==> config.mk <==
export PLATFORM = sky130hd
export DESIGN_NAME = vga_write_arbiter
export DESIGN_NICKNAME = d
export VERILOG_FILES = /design/src/rtl/vga_write_arbiter.sv
export SDC_FILE = /design/constraint.sdc
export NUM_CORES = 1
export LEC_CHECK = 0
export ABC_AREA = 1
export CORE_MARGIN = 2
export CORE_UTILIZATION = 30
export CTS_CLUSTER_DIAMETER = 150
export DETAILED_ROUTE_END_ITERATION = 10
export DONT_BUFFER_PORTS = 1
export GPL_TIMING_DRIVEN = 0
export PLACE_DENSITY = 0.53
export SLEW_MARGIN = 20
export SYNTH_ARGS = -nofsm -noshare
export SYNTH_HDL_FRONTEND = slang
export SYNTH_SLANG_ARGS = --single-unit
==> constraint.sdc <==
create_clock -name clk -period 2.1 [get_ports clk]
set_clock_uncertainty 0.05 [all_clocks]
set_input_delay 0.315 -clock clk [delete_from_list [all_inputs] [get_ports clk]]
set_output_delay 0.315 -clock clk [all_outputs]
set_load 0.03 [all_outputs]
==> src/rtl/vga_write_arbiter.sv <==
// vga_write_arbiter: shares one text-buffer write port between CPU stores and a
// register-dump engine. The engine reads DUMP_ROWS registers via the debug port
// and writes each register as 8 hex characters at row*COLS+col.
// Write port output is registered: the winner of cycle N appears on vga_* after edge N.
//
// Ports:
//   clk, rst                 clock; asynchronous active-low reset
//   i_cpu_req/addr/data      CPU store request, held until o_cpu_gnt
//   o_cpu_gnt                one-cycle pulse alongside the CPU's vga write
//   i_dump_start             pulse; starts a dump when idle
//   o_dump_busy, o_dump_done dump in progress / one-cycle completion pulse
//   o_dbg_reg_addr           register index to the register file debug port
//   i_dbg_reg_data           combinational debug read data
//   o_vga_we/addr/data       text-buffer write port
//
// WORD_SIZE must be at least 32.
// Optional feature: define VGA_WRITE_ARB_ROUND_ROBIN_EN for round-robin arbitration
// on contested cycles. Otherwise the CPU has fixed priority.
module vga_write_arbiter #(
  parameter int unsigned WORD_SIZE = 32,
  parameter int unsigned DUMP_ROWS = 32,
  parameter int unsigned COLS      = 80
) (
  input  logic                 clk,
  input  logic                 rst,
  input  logic                 i_cpu_req,
  input  logic [12:0]          i_cpu_addr,
  input  logic [WORD_SIZE-1:0] i_cpu_data,
  output logic                 o_cpu_gnt,
  input  logic                 i_dump_start,
  output logic                 o_dump_busy,
  output logic                 o_dump_done,
  output logic [4:0]           o_dbg_reg_addr,
  input  logic [WORD_SIZE-1:0] i_dbg_reg_data,
  output logic                 o_vga_we,
  output logic [12:0]          o_vga_addr,
  output logic [WORD_SIZE-1:0] o_vga_data
);

  localparam logic [2:0] ST_IDLE    = 3'd0;
  localparam logic [2:0] ST_ADDR    = 3'd1;
  localparam logic [2:0] ST_CAPTURE = 3'd2;
  localparam logic [2:0] ST_EMIT    = 3'd3;
  localparam logic [2:0] ST_DONE    = 3'd4;

  localparam logic [4:0]  LAST_ROW = 5'(DUMP_ROWS - 1);
  localparam logic [12:0] COLS_W   = 13'(COLS);

  logic [2:0]           r_state, w_state_n;
  logic [4:0]           r_row, w_row_n;
  logic [2:0]           r_col, w_col_n;
  logic [31:0]          r_shadow;
  logic                 r_cpu_gnt;
  logic                 r_dump_done;
  logic                 r_vga_we;
  logic [12:0]          r_vga_addr;
  logic [WORD_SIZE-1:0] r_vga_data;

  logic                 w_dump_req;
  logic                 w_cpu_elig;
  logic                 w_cpu_win;
  logic                 w_dump_win;
  logic [3:0]           w_nib;
  logic [7:0]           w_ascii;
  logic [12:0]          w_dump_addr;
  logic [WORD_SIZE-1:0] w_dump_data;

  assign w_dump_req = (r_state == ST_EMIT);
  // A request still high in its grant cycle is the same store; do not take it again.
  assign w_cpu_elig = i_cpu_req & ~r_cpu_gnt;

`ifdef VGA_WRITE_ARB_ROUND_ROBIN_EN
  // Set when the dump has priority on the next contested cycle.
  logic r_prio_dump;
  assign w_cpu_win = w_cpu_elig & (~w_dump_req | ~r_prio_dump);
`else
  assign w_cpu_win = w_cpu_elig;
`endif
  assign w_dump_win = w_dump_req & ~w_cpu_win;

  // Most-significant nibble first: col 0 selects bits [31:28], i.e. index 4*(7-col).
  assign w_nib   = r_shadow[{~r_col, 2'b00} +: 4];
  assign w_ascii = (w_nib < 4'd10) ? (8'h30 + {4'd0, w_nib}) : (8'h37 + {4'd0, w_nib});
  // 13-bit arithmetic gives the truncated address directly.
  assign w_dump_addr = r_row * COLS_W + {10'd0, r_col};

  always_comb begin
    w_dump_data       = '0;
    w_dump_data[31:0] = {w_ascii, 24'hFFFFFF};
  end

  always_comb begin
    w_state_n = r_state;
    w_row_n   = r_row;
    w_col_n   = r_col;
    case (r_state)
      ST_IDLE: begin
        if (i_dump_start) begin
          w_state_n = ST_ADDR;
          w_row_n   = '0;
        end
      end
      ST_ADDR:    w_state_n = ST_CAPTURE;
      ST_CAPTURE: begin
        w_state_n = ST_EMIT;
        w_col_n   = '0;
      end
      ST_EMIT: begin
        // A lost cycle leaves col unchanged so the same character retries.
        if (w_dump_win) begin
          if (r_col == 3'd7) begin
            if (r_row == LAST_ROW) begin
              w_state_n = ST_DONE;
            end else begin
              w_state_n = ST_ADDR;
              w_row_n   = r_row + 5'd1;
            end
          end else begin
            w_col_n = r_col + 3'd1;
          end
        end
      end
      ST_DONE: w_state_n = ST_IDLE;
      default: w_state_n = ST_IDLE;
    endcase
  end

  always_ff @(posedge clk or negedge rst) begin
    if (!rst) begin
      r_state     <= ST_IDLE;
      r_row       <= '0;
      r_col       <= '0;
      r_shadow    <= '0;
      r_cpu_gnt   <= 1'b0;
      r_dump_done <= 1'b0;
      r_vga_we    <= 1'b0;
      r_vga_addr  <= '0;
      r_vga_data  <= '0;
    end else begin
      r_state     <= w_state_n;
      r_row       <= w_row_n;
      r_col       <= w_col_n;
      r_cpu_gnt   <= w_cpu_win;
      r_dump_done <= (r_state == ST_DONE);
      r_vga_we    <= w_cpu_win | w_dump_win;
      if (r_state == ST_CAPTURE) begin
        r_shadow <= i_dbg_reg_data[31:0];
      end
      if (w_cpu_win) begin
        r_vga_addr <= i_cpu_addr;
        r_vga_data <= i_cpu_data;
      end else if (w_dump_win) begin
        r_vga_addr <= w_dump_addr;
        r_vga_data <= w_dump_data;
      end
    end
  end

`ifdef VGA_WRITE_ARB_ROUND_ROBIN_EN
  always_ff @(posedge clk or negedge rst) begin
    if (!rst) begin
      r_prio_dump <= 1'b0;
    end else if (w_cpu_elig && w_dump_req) begin
      r_prio_dump <= w_cpu_win;
    end
  end
`endif

  assign o_cpu_gnt      = r_cpu_gnt;
  assign o_dump_done    = r_dump_done;
  assign o_dump_busy    = (r_state == ST_ADDR) || (r_state == ST_CAPTURE) ||
                          (r_state == ST_EMIT);
  assign o_dbg_reg_addr = r_row;
  assign o_vga_we       = r_vga_we;
  assign o_vga_addr     = r_vga_addr;
  assign o_vga_data     = r_vga_data;

endmodule

==> impl_metrics.tcl, run 1 <==
set metrics [dict create \
    status "finished, violations left" \
    violations "negative hold slack" \
    crit_arrival_ns 2.19 \
    setup_viol 0 \
    synthCells 463 \
    die_h_um 123 \
    place_area_um2 4440 \
    drive_above_1_share 0.121 \
    use_met2 0.241 \
    n_fill_cell 1402 \
    cts_buffer_depth 2 \
    gr-usage-met1 0.190 \
    hold_violations 91 \
    dpl.hpwl_um 8150 \
    slew_headroom 0.607 \
    synthXorXnorAreaFrac 0.00416 \
    holdCritPathClass "in -> async" \
    p_leak_nw 2.11 \
    seq_area_frac_synth 0.540 \
    rsz0062_at_grt "true" \
    diodes 0 \
    drt_iter0_drc 154 \
    path_clk_slew_ns 0.06 \
    r2r_cells 7 \
    cts_buffers 9 \
    synth.avg_cell_area_um2 9.10 \
    grt_pass1_wl_um 16900 \
    coreArea_um2 13800 \
    final.setup.tns_ns 0 \
    grt_pass1_vias 3211 \
    slowest_stage "dfrtp_2" \
    crit_path_max_fanout 5 \
    setup.worst_path.class "reg -> reg" \
    ant_nets 0 \
    grtUsageTotal 0.147 \
    cts_tree "done" \
    wl_per_cell_um 16.3 \
    drtPass1Iterations 4 \
    synth_top_family_by_area "simple AND/OR/NAND/NOR gates" \
    clkLatencyLatePin_ns 0.34 \
    viasPerCell 4.86 \
    crit_path_end_kind "flop" \
    place_congestion 0.830 \
    io_pins 135 \
    power.density_nw_per_um2 1600 \
    synth-compound-area-share 0.144 \
    antenna_found_initial 0 \
    die_x_um 123 \
    wirelength_um 10700 \
    port_buffers 0 \
    max-cap-violations 0 \
    cp.required_ns 2.32 \
    root_buffer "clkbuf_16" \
    fin_crit_sh 0.935 \
    r2r_setup_slack_ns 0.14 \
    areaGrowthSynthToFinish_pct 12.5 \
    use_met3 0.0344 \
    postCtsSetupBuffers 0 \
    critPathBufInv 1 \
    worst_pin_slew_ns 0.588 \
    start_kind "flop" \
    die_area_um2 15000 \
    start_util 0.305 \
    synth_fp_nets 556 \
    synth-seq-cells 91 \
    yosysUniqueCellTypes 35 \
    rows 43 \
    htree_levels 3 \
    slew_violations 0 \
    synthMuxAreaShare 0 \
    period_minus_slack_ns 1.96 \
    critPathTopFamily "adder cells" \
    cpPeakStageDelay_ns 0.51 \
    busiest_layer "met2" \
    holdWs_ns -0.380 \
    synthSimpleGateAreaFrac 0.207 \
    fmax_mhz 509 \
    nNetsFinal 567 \
    vdd_drop_max_mv 0.432 \
    vias 3205 \
    grt-ovfl-total 0 \
    yosysWarnings 0 \
    yosys.area_share.adder 0.0374 \
    design_area_um2 4740 \
    drc_errors 0 \
    syn-cell-area_um2 4220 \
    worstReg2RegEnd "o_vga_addr[11]$_DFFE_PN0P_" \
    critical_path.cell_chain "ha_1 -> ha_1 -> inv_1 -> fa_1 -> o21ai_0 -> nand3_1 -> nand3_1" \
    grt_start_max_net_pins 92 \
    cts.sinks 91 \
    r2r-start "o_dbg_reg_addr[1]$_DFFE_PN0P_" \
]
placed cells by master (no fill, tap or decap), types with 5 or more instances in the layout:
master	Yosys	final
nand2_1	129	129
clkbuf_1	5	5
nand3_1	31	31
buf_2	13	11
nor2_1	21	21
o21ai_0	37	35
clkbuf_16	0	9
dfrtp_1	91	85
o211ai_1	7	7
ha_1	11	11
nand2_2	5	5
o22a_1	24	24
dfrtp_2	0	6
a22o_1	5	5
inv_1	44	44
worst max-delay path by stage:
stage,startpoint,end,slack (ns),cells past startpoint
after floorplan,o_dbg_reg_addr[1]$_DFFE_PN0P_,o_vga_addr[9]$_DFFE_PN0P_,0.20,6
after global placement,o_dbg_reg_addr[1]$_DFFE_PN0P_,o_vga_addr[8]$_DFFE_PN0P_,0.06,7
after detailed placement,o_dbg_reg_addr[1]$_DFFE_PN0P_,o_vga_addr[11]$_DFFE_PN0P_,0.05,7
after CTS,o_dbg_reg_addr[1]$_DFFE_PN0P_,o_vga_addr[8]$_DFFE_PN0P_,0.03,7
after global routing,r_col[0]$_DFFE_PN0P_,o_vga_data[28]$_DFFE_PN0P_,-0.01,14
final,o_dbg_reg_addr[1]$_DFFE_PN0P_,o_vga_addr[11]$_DFFE_PN0P_,0.14,7
flip-flops by register name (all words and copies together), names as in the netlist:
register,cells
o_vga_we,1
r_shadow,32
o_vga_data,32
r_state,3
o_cpu_gnt,1
o_vga_addr,13
r_col,3
o_dump_done,1
o_dbg_reg_addr,5
power by group:
group	internal (mW)	switching [mW]	total (mW)	leakage, nW
logic	0.972	1.73	2.70	0.918
clock network	0.831	0.670	1.50	0.130
registers	2.39	1.01	3.41	1.06
total	4.20	3.41	7.61	2.11
synth_stat cells, drive strengths merged:
library cell | n | area, um^2
xor2 | 2 | 17.5
fa | 1 | 20.0
o211ai | 8 | 65.1
o31ai | 1 | 7.51
nand3b | 2 | 15.0
inv | 48 | 183
nor3 | 2 | 10.0
a22o | 5 | 43.8
buf | 15 | 83.8
clkbuf | 5 | 18.8
a31oi | 3 | 18.8
nor2 | 27 | 150
nand3 | 31 | 155
o22a | 24 | 210
dfrtp | 91 | 2280
or2 | 1 | 6.26
ha | 11 | 138
a211oi | 2 | 15.0
nand4 | 3 | 18.8
a41oi | 1 | 8.76
nand2 | 134 | 515
a21oi | 5 | 28.8
o21ai | 41 | 209
cell type report:
| type | count | area [um^2] | area share |
|---|---|---|---|
| buffer | 20 | 108 | 0.0227 |
| multi-input combinational | 304 | 1660 | 0.350 |
| inverter | 48 | 183 | 0.0385 |
| clock inverter | 6 | 41.3 | 0.00871 |
| sequential | 91 | 2280 | 0.482 |
| tap | 180 | 225 | 0.0475 |
| clock buffer | 10 | 239 | 0.0504 |
worst reg2reg max path, delay by kind of cell (launching register included):
family,cells,cell delay (ns)
compound gates,1,0.20
fa+ha+maj,3,0.88
buf+inv,1,0.06
flops,1,0.51
simple gates,2,0.21
repair_timing:
action	4_1_cts	5_1_grt
gates resized for setup	0	14
endpoints found under the hold margin	91	91
setup endpoints to repair	0	10
cells by family (layout without fill, tap and decap cells):
group,Yosys count,after routing
buffers and inverters,68,84
adders and majority gates,12,12
xor gates and xnor gates,2,2
AOI/OAI and AO/OA,90,90
and+or+nand+nor,200,200
DFF,91,91
per-stage QoR:
step                setup slack (ns)   util  total power [mW]  cells
CTS                           0.0291  0.341              7.66    659
floorplan                      0.195      -              5.35    463
finish                         0.136  0.343              7.61    659
global placement              0.0558  0.321              6.04    643
global route                 -0.0121  0.343              8.24    659
detailed placement            0.0474  0.321              6.13    643
per-layer routing:
| metal | vias to the layer above | routed length [um] |
|---|---|---|
| met5 | - | 0 |
| met4 | 0 | 195 |
| met3 | 12 | 612 |
| met2 | 81 | 5320 |
| met1 | 1560 | 4580 |
| li1 | 1552 | - |
Note: power is estimated with default switching activity, not from simulation.
==> inputs of run 2 (changes only) <==
--- a/config.mk
+++ b/config.mk
@@ -6,13 +6,15 @@
 export NUM_CORES = 1
 export LEC_CHECK = 0
 export ABC_AREA = 1
+export CELL_PAD_IN_SITES_DETAIL_PLACEMENT = 0
+export CELL_PAD_IN_SITES_GLOBAL_PLACEMENT = 1
 export CORE_MARGIN = 2
 export CORE_UTILIZATION = 30
 export CTS_CLUSTER_DIAMETER = 150
 export DETAILED_ROUTE_END_ITERATION = 10
 export DONT_BUFFER_PORTS = 1
 export GPL_TIMING_DRIVEN = 0
-export PLACE_DENSITY = 0.53
+export PLACE_DENSITY = 0.64
 export SLEW_MARGIN = 20
 export SYNTH_ARGS = -nofsm -noshare
 export SYNTH_HDL_FRONTEND = slang
==> impl_metrics.tcl, run 2 (same netlist as run 1, synthesis figures left out) <==
set metrics [dict create \
    rows 43 \
    dpl.hpwl_um 7980 \
    placedCellCount 643 \
    grtUsageTotal 0.150 \
    final.setup.tns_ns 0 \
    holdWs_ns -0.390 \
    n_fill_cell 1423 \
    drtPass1Iterations 4 \
    cts.sinks 91 \
    crit_path_max_fanout 5 \
    power.density_nw_per_um2 1620 \
    wl_per_cell_um 16.5 \
    htree_levels 3 \
    drive_above_1_share 0.123 \
    io_pins 135 \
    cp.required_ns 2.30 \
    period_minus_slack_ns 1.99 \
    design_area_um2 4770 \
    fin_crit_sh 0.950 \
    cpPeakStageDelay_ns 0.51 \
    start_kind "flop" \
    root_buffer "clkbuf_16" \
    critical_path.cell_chain "ha_1 -> ha_1 -> inv_1 -> fa_1 -> xor2_1 -> a211oi_1" \
    wirelength_um 10900 \
    slowest_stage "dfrtp_2" \
    violations "negative hold slack" \
    antenna_found_initial 0 \
    die_h_um 123 \
    cts_buffers 9 \
    die_x_um 123 \
    holdCritPathClass "in -> async" \
    r2r_setup_slack_ns 0.11 \
    place_area_um2 4440 \
    cts_tree "done" \
    setup.worst_path.class "reg -> reg" \
    critPathTopFamily "adder cells" \
    grt_pass1_wl_um 17000 \
    status "finished, violations left" \
    stdcell_count 660 \
    vdd_drop_max_mv 0.573 \
    start_util 0.305 \
    port_buffers 0 \
    coreArea_um2 13800 \
    worstReg2RegEnd "o_vga_addr[9]$_DFFE_PN0P_" \
    critPathBufInv 1 \
    drc_errors 0 \
    vias 3163 \
    grt_start_max_net_pins 92 \
    cts_buffer_depth 2 \
    final_cell_mix "nand2_1 (129), dfrtp_1 (85), inv_1 (43)" \
    crit_arrival_ns 2.20 \
    pre_cts_slack_ns 0.0261 \
    cpMostUsedCell "ha_1" \
    setup_viol 0 \
    p_total_mw 7.72 \
    nNetsFinal 569 \
    r2r-start "o_dbg_reg_addr[1]$_DFFE_PN0P_" \
    worst_pin_slew_ns 0.594 \
    slew_headroom 0.602 \
    p_leak_nw 2.12 \
    viasPerCell 4.79 \
    drt_iter0_drc 166 \
    grt-ovfl-total 0 \
    mostFrequentLayoutCell "nand2_1" \
    ant_nets 0 \
    max-cap-violations 0 \
    clkLatencyLatePin_ns 0.34 \
    startpoint "o_dbg_reg_addr[1]$_DFFE_PN0P_" \
    rsz0062_at_grt "false" \
    slew_violations 0 \
    grt_pass1_vias 3257 \
    path_clk_slew_ns 0.07 \
    r2r_cells 6 \
    setup_ws_ns 0.105 \
    hold_violations 91 \
    areaGrowthSynthToFinish_pct 13.1 \
    place_congestion 0.781 \
    fmax_mhz 501 \
    diodes 0 \
    die_area_um2 15000 \
    crit_path_end_kind "flop" \
]
run 2: cell count changes in the layout (fill, tap and decap cells not counted), sizes merged:
cell    previous run  this run
clkinv             3         1
buf               15        16
bufinv             0         1
inv               48        49
run 2: power breakdown:
group	leakage, nW	internal, mW	switching (mW)
Clock	0.134	0.917	0.688
Sequential	1.06	2.39	1.01
Combinational	0.926	0.997	1.72
run 2: worst register-to-register path, delay by kind of cell (launching register included):
kind / cells / cell delay, ns
xor+xnor: 1 / 0.16
fa+ha+maj: 3 / 0.90
buf+inv: 1 / 0.06
flops: 1 / 0.51
compound gates: 1 / 0.23
run 2: worst max-delay path by stage:
stage / end / slack (ns) / depth (start not counted)
2_1_floorplan: o_vga_addr[9]$_DFFE_PN0P_ / 0.20 / 6
3_3_place_gp: o_vga_addr[9]$_DFFE_PN0P_ / 0.09 / 6
3_5_place_dp: o_vga_addr[8]$_DFFE_PN0P_ / 0.03 / 7
4_1_cts: o_vga_addr[8]$_DFFE_PN0P_ / 0.002 / 7
5_1_grt: o_vga_addr[8]$_DFFE_PN0P_ / 0.004 / 7
6_report: o_vga_addr[9]$_DFFE_PN0P_ / 0.11 / 6
run 2: final cells by class:
| type | instances | area, um^2 | area share |
|---|---|---|---|
| Multi-Input combinational cell | 304 | 1660 | 0.348 |
| Timing Repair Buffer | 2 | 15.0 | 0.00315 |
| Clock buffer | 9 | 225 | 0.0472 |
| Sequential cell | 91 | 2280 | 0.479 |
| Tap cell | 180 | 225 | 0.0472 |
| Buffer | 20 | 111 | 0.0234 |
| Clock inverter | 6 | 66.3 | 0.0139 |
| Inverter | 48 | 183 | 0.0383 |
run 2: stage by stage:
step                      hold WS (ns)  utilization
final                           -0.390        0.345
after global routing            -0.411        0.345
after CTS                       -0.403        0.342
after floorplan                -0.0306            -
after global placement         -0.0288        0.321
after detailed placement       -0.0286        0.321
run 2: metal layers:
layer / vias to the layer above / global-route usage / part of all wire
li1: 1558 / - / -
met1: 1510 / 0.188 / 0.44
met2: 78 / 0.243 / 0.49
met3: 17 / 0.0432 / 0.054
met4: 0 / 0.0589 / 0.020
met5: - / 0 / 0
run 2: repair_timing:
| item | 4_1_cts | 5_1_grt |
|---|---|---|
| hold endpoints to repair | 91 | 91 |
| setup buffers | 0 | 2 |
| endpoints found under the setup margin | 0 | 8 |
| gates resized for setup | 0 | 13 |
